File: config.mk
export PLATFORM = sky130hd
export DESIGN_NAME = row_assembler
export DESIGN_NICKNAME = d
export VERILOG_FILES = /design/src/rtl/row_assembler.sv
export SDC_FILE = /design/constraint.sdc
export NUM_CORES = 2
export LEC_CHECK = 0
export CAP_MARGIN = 20
export CORE_ASPECT_RATIO = 1.5
export CORE_MARGIN = 2
export CORE_UTILIZATION = 53
export CTS_CLUSTER_SIZE = 10
export DETAILED_ROUTE_END_ITERATION = 10
export DONT_BUFFER_PORTS = 1
export PLACE_DENSITY = 0.8
export SYNTH_ARGS = -nofsm -noshare
export SYNTH_HDL_FRONTEND = slang
export SYNTH_SLANG_ARGS = --single-unit
File: constraint.sdc
create_clock -name clk -period 63.5 [get_ports clk]
set_clock_uncertainty 0.2 [all_clocks]
set_input_delay 12.7 -clock clk [delete_from_list [all_inputs] [get_ports clk]]
set_output_delay 12.7 -clock clk [all_outputs]
set_load 0.02 [all_outputs]
File: src/rtl/row_assembler.sv
// row_assembler
//   Packs a byte stream into a ROW_BITS-wide row image. One fill buffer
//   captures row N+1 while the output holding register presents row N to
//   the consumer until it acknowledges.
//
//   Optional build macro: ROW_ASSEMBLER_SHORT_ROW_CNT_EN adds the short_rows
//   counter of partial rows discarded by sof.
//
// Ports
//   clk            system clock, rising edge
//   rst            asynchronous active-high reset
//   in_data        stream byte
//   in_valid       in_data valid
//   in_ready       block accepts in_data this cycle
//   sof            start of frame, qualified by in_valid & in_ready
//   storage_bytes  completed row, byte k at [IN_W*k +: IN_W]
//   finished       storage_bytes holds an unconsumed row
//   row_index      row number of the row on storage_bytes
//   row_ack        consumer done with the current row
//   frame_done     one-cycle pulse when the last row of a frame is loaded
//   short_rows     (macro only) saturating count of discarded partial rows
//
// Fill states
//   state   | meaning
//   FILLING | byte_cnt < BPR, accepting bytes
//   FULL    | byte_cnt == BPR, waiting for the output slot

module row_assembler #(
    parameter int ROW_BITS       = 480,
    parameter int IN_W           = 8,
    parameter int ROWS_PER_FRAME = 480
) (
    input  logic                clk,
    input  logic                rst,
    input  logic [IN_W-1:0]     in_data,
    input  logic                in_valid,
    output logic                in_ready,
    input  logic                sof,
    output logic [ROW_BITS-1:0] storage_bytes,
    output logic                finished,
    output logic [9:0]          row_index,
    input  logic                row_ack,
    output logic                frame_done
`ifdef ROW_ASSEMBLER_SHORT_ROW_CNT_EN
    ,
    output logic [7:0]          short_rows
`endif
);

    localparam int BPR   = ROW_BITS / IN_W;
    localparam int CNT_W = $clog2(BPR + 1);
    localparam logic [CNT_W-1:0] BPR_CNT  = CNT_W'(BPR);
    localparam logic [9:0]       LAST_ROW = 10'(ROWS_PER_FRAME - 1);

    typedef enum logic {
        FILLING = 1'b0,
        FULL    = 1'b1
    } fill_state_t;

    fill_state_t         fill_state;
    logic [ROW_BITS-1:0] fill;
    logic [CNT_W-1:0]    byte_cnt;
    logic [CNT_W-1:0]    wr_idx;
    logic [9:0]          fill_row;
    logic [9:0]          fill_row_next;
    logic                accept;
    logic                slot_free;
    logic                xfer;

    // Fill state is a pure decode of byte_cnt so the two can never disagree.
    always_comb begin
        fill_state    = (byte_cnt == BPR_CNT) ? FULL : FILLING;
        in_ready      = (fill_state == FILLING);
        accept        = in_valid & in_ready;
        // An ack in the same cycle frees the slot, so the next row can land
        // on the very edge the consumer releases the current one.
        slot_free     = ~finished | row_ack;
        xfer          = (fill_state == FULL) & slot_free;
        wr_idx        = sof ? '0 : byte_cnt;
        fill_row_next = (fill_row == LAST_ROW) ? 10'd0 : fill_row + 10'd1;
    end

    // Constant-index byte lanes keep the write decode simple and lint-clean.
    always_ff @(posedge clk or posedge rst) begin
        if (rst) begin
            fill <= '0;
        end else if (accept) begin
            for (int k = 0; k < BPR; k++) begin
                if (wr_idx == CNT_W'(k)) begin
                    fill[k*IN_W +: IN_W] <= in_data;
                end
            end
        end
    end

    // accept and xfer are mutually exclusive: accept needs FILLING, xfer FULL.
    always_ff @(posedge clk or posedge rst) begin
        if (rst) begin
            byte_cnt      <= '0;
            fill_row      <= '0;
            storage_bytes <= '0;
            finished      <= 1'b0;
            row_index     <= '0;
            frame_done    <= 1'b0;
        end else begin
            frame_done <= 1'b0;
            if (xfer) begin
                storage_bytes <= fill;
                row_index     <= fill_row;
                finished      <= 1'b1;
                byte_cnt      <= '0;
                fill_row      <= fill_row_next;
                frame_done    <= (fill_row == LAST_ROW);
            end else begin
                if (finished && row_ack) begin
                    finished <= 1'b0;
                end
                if (accept) begin
                    if (sof) begin
                        byte_cnt <= CNT_W'(1);
                        fill_row <= '0;
                    end else begin
                        byte_cnt <= byte_cnt + CNT_W'(1);
                    end
                end
            end
        end
    end

`ifdef ROW_ASSEMBLER_SHORT_ROW_CNT_EN
    always_ff @(posedge clk or posedge rst) begin
        if (rst) begin
            short_rows <= '0;
        end else if (accept && sof && (byte_cnt != '0) && (short_rows != 8'hFF)) begin
            short_rows <= short_rows + 8'd1;
        end
    end
`endif

endmodule

==> impl_metrics.env <==
export IMPL_syn2layout_area_growth_pct=9.247
export IMPL_hp_class="reg -> reg"
export IMPL_track_usage=0.2613
export IMPL_post_route_min_period_ns=16.16
export IMPL_clk_pin_slew_ns=0.05
export IMPL_drt_total_wl_mm=95.11
export IMPL_r2r_end="storage_bytes[461]"
export IMPL_cts_resized=0
export IMPL_fp_coreArea_mm2=0.07102
export IMPL_cts_sinks=988
export IMPL_synth_seq_cells=988
export IMPL_grt_ovfl_total=0
export IMPL_nets=3276
export IMPL_power_density_mw_per_mm2=30.39
export IMPL_grt_pass1_vias=24430
export IMPL_hold_buffers=0
export IMPL_die_height_um=331.2
export IMPL_grt_antenna_before_repair=2
export IMPL_die_w_um=222.2
export IMPL_worstSetupStartpointType="input pin"
export IMPL_grt_max_degree=214
export IMPL_yosysTopAreaCell="dfrtp_1"
export IMPL_drt_initial_drc_count=1654
export IMPL_leakagePower_nw=22.56
export IMPL_root_buffer="clkbuf_16"
export IMPL_cp_max_fo=182
export IMPL_synthTopCellsByArea="dfrtp_1, nand2_1, mux2_2"
export IMPL_clock_power_share=0.430
export IMPL_endpoint_kind="async pin"
export IMPL_maxCapViolations=0
export IMPL_dr_total_vias=23650
export IMPL_tns_ns=0
export IMPL_worstSetupPathType="in -> async"
export IMPL_num_io_pins=506
export IMPL_status="finished clean"
export IMPL_fin_cells=4186
export IMPL_cp_required_ns=64.00
export IMPL_dp_hpwl_mm=57.49
export IMPL_worstPathArrival_ns=16.66
export IMPL_drcViolationCount=0
export IMPL_power_share_combinational=0.036
export IMPL_numCtsBuffers=109
export IMPL_port_buffers=0
export IMPL_rsz0062_at_grt="false"
export IMPL_drv_slew=0
export IMPL_peakVddDrop_uv=22.12
export IMPL_routed_via_density=5.649
export IMPL_h_tree_depth=3
export IMPL_wire_per_inst_um=22.72
export IMPL_post_cts_buffers=0
export IMPL_setup_violations=0
export IMPL_seq_area_frac_synth=0.6535
export IMPL_yosys_area_top_type_share=0.6535
export IMPL_hold_violations=0
export IMPL_whs_endpoint="storage_bytes[29]"
export IMPL_dr_pass1_iters=7
export IMPL_tightestPinTransition_ns=1.052
export IMPL_mostFrequentLayoutCell="nand2_1"
export IMPL_seqPwrFrac=0.534
export IMPL_routabilityCongestion=0.8060
export IMPL_p_int_w=0.0009833
export IMPL_reg2regPathDepth=7
export IMPL_tritoncts="built"
export IMPL_r2r_start="byte_cnt[2]"
export IMPL_relSlewSlack=0.2987
export IMPL_switching_share=0.2172
export IMPL_fin_crit_sh=0.2545
export IMPL_synth_cell_type_count=58
export IMPL_holdPathStages=2
export IMPL_clock_latency_ns=0.67
export IMPL_cts_buffer_depth=3
export IMPL_avgSynthCellArea_um2=11.42
export IMPL_yosys_warnings=0
export IMPL_final_cell_mix="nand2_1, dfrtp_1, mux2_2"
export IMPL_rows=120
export IMPL_ant_nets=0
export IMPL_diodes=0
export IMPL_syn_area_mm2=0.03783
export IMPL_synth_cells=3313
export IMPL_dp_cells=4063
export IMPL_hold_path_startpoint="fill[29]"
export IMPL_die_area_mm2=0.07358
export IMPL_initial_core_util=0.5327
export IMPL_reg2reg_slack_ns=58.93
export IMPL_drive_gt1_frac=0.1963
export IMPL_grt_pass1_wl_mm=147.6
export IMPL_p_switching_w=0.0002728
export IMPL_syn_nets=3329
export IMPL_max_freq_mhz=61.87
-- power by group through the flow --
stage,sequential [W],clock (W),combinational (W)
after floorplan,0.000676,0,0.0000430
after global placement,0.000680,0,0.0000443
after detailed placement,0.000681,0,0.0000462
after CTS,0.000670,0.000551,0.0000464
after global routing,0.000674,0.000575,0.0000510
final,0.000671,0.000540,0.0000454
-- synth_stat cells (all sizes together) --
| library cell | instances |
|---|---|
| nor3b | 5 |
| o21bai | 2 |
| inv | 7 |
| and2 | 6 |
| o31ai | 2 |
| o211a | 1 |
| o41ai | 1 |
| nand4 | 5 |
| dfrtp | 988 |
| a211o | 3 |
| mux2 | 481 |
| clkbuf | 115 |
| a32o | 1 |
| mux2i | 1 |
| o21ai | 6 |
| nand4b | 1 |
| or3b | 2 |
| or3 | 1 |
| nor3 | 12 |
| nor4 | 5 |
| nand2b | 6 |
| nand3 | 14 |
| ha | 3 |
| nor2b | 4 |
| nand3b | 3 |
| and3b | 2 |
| and3 | 7 |
| a22o | 2 |
| a221o | 4 |
| nand2 | 1494 |
| o21a | 1 |
| o211ai | 5 |
| or2 | 6 |
| nor2 | 34 |
| o221ai | 1 |
| a41oi | 1 |
| o2bb2ai | 1 |
| a31oi | 4 |
| a21oi | 3 |
| buf | 73 |
-- cell families (layout without fill, tap and decap cells) --
logic type	count (synthesis)	after routing	synth area share
and+or+nand+nor	1607	1607	0.1718
adders and majority gates	3	3	0.0009922
buffers and inverters	195	153	0.02226
DFF	988	988	0.6535
AOI/OAI and AO/OA	38	38	0.008003
muxes	482	482	0.1434
-- metrics by stage --
step	hold slack (ns)	total power (W)	setup WS [ns]	cell area (um2)	util
finish	0.2454	0.001256	47.34	41330	0.5820
global route	0.2747	0.001300	46.72	41330	0.5820
CTS	0.2542	0.001268	47.29	41300	0.5816
detailed placement	0.2457	0.0007274	46.55	38420	0.5409
global placement	0.2395	0.0007243	46.57	38400	0.5408
floorplan	0.2315	0.0007194	22.80	37830	-
-- worst max-delay path by stage --
stage               startpoint                 end
CTS                        rst  storage_bytes[458]
global placement           rst           fill[142]
finish                     rst  storage_bytes[146]
floorplan                  rst         byte_cnt[0]
global route               rst  storage_bytes[151]
detailed placement         rst           fill[142]
-- final cells by class --
class                           count  area [um2]
Clock inverter                      7       108.9
Timing Repair Buffer               24       254.0
Sequential cell                   988       24720
Tap cell                          915        1145
Fill cell                        5508       29690
Multi-Input combinational cell   2130       12290
Clock buffer                      115        2780
Inverter                            7       33.78
-- per-layer routing --
layer  vias to the layer above  part of all wire  track usage
met1                     12120              0.39       0.3169
met3                       245             0.075      0.07290
met2                       847              0.48       0.4259
met4                         0             0.056       0.1389
met5                         -                 0            0
li1                      10440                 -            -
-- worst max-delay path, cell delays in order --
cell    delay (ns)
inv_8         0.50
buf_12        0.70
buf_4         0.76
buf_12        0.74
buf_4         0.79
-- state kept, by name, summed over array words and instances (netlist names) --
register       count
finished           1
byte_cnt           6
row_index         10
storage_bytes    480
frame_done         1
fill             480
fill_row          10
No activity file was read; power rests on OpenSTA's default activity.
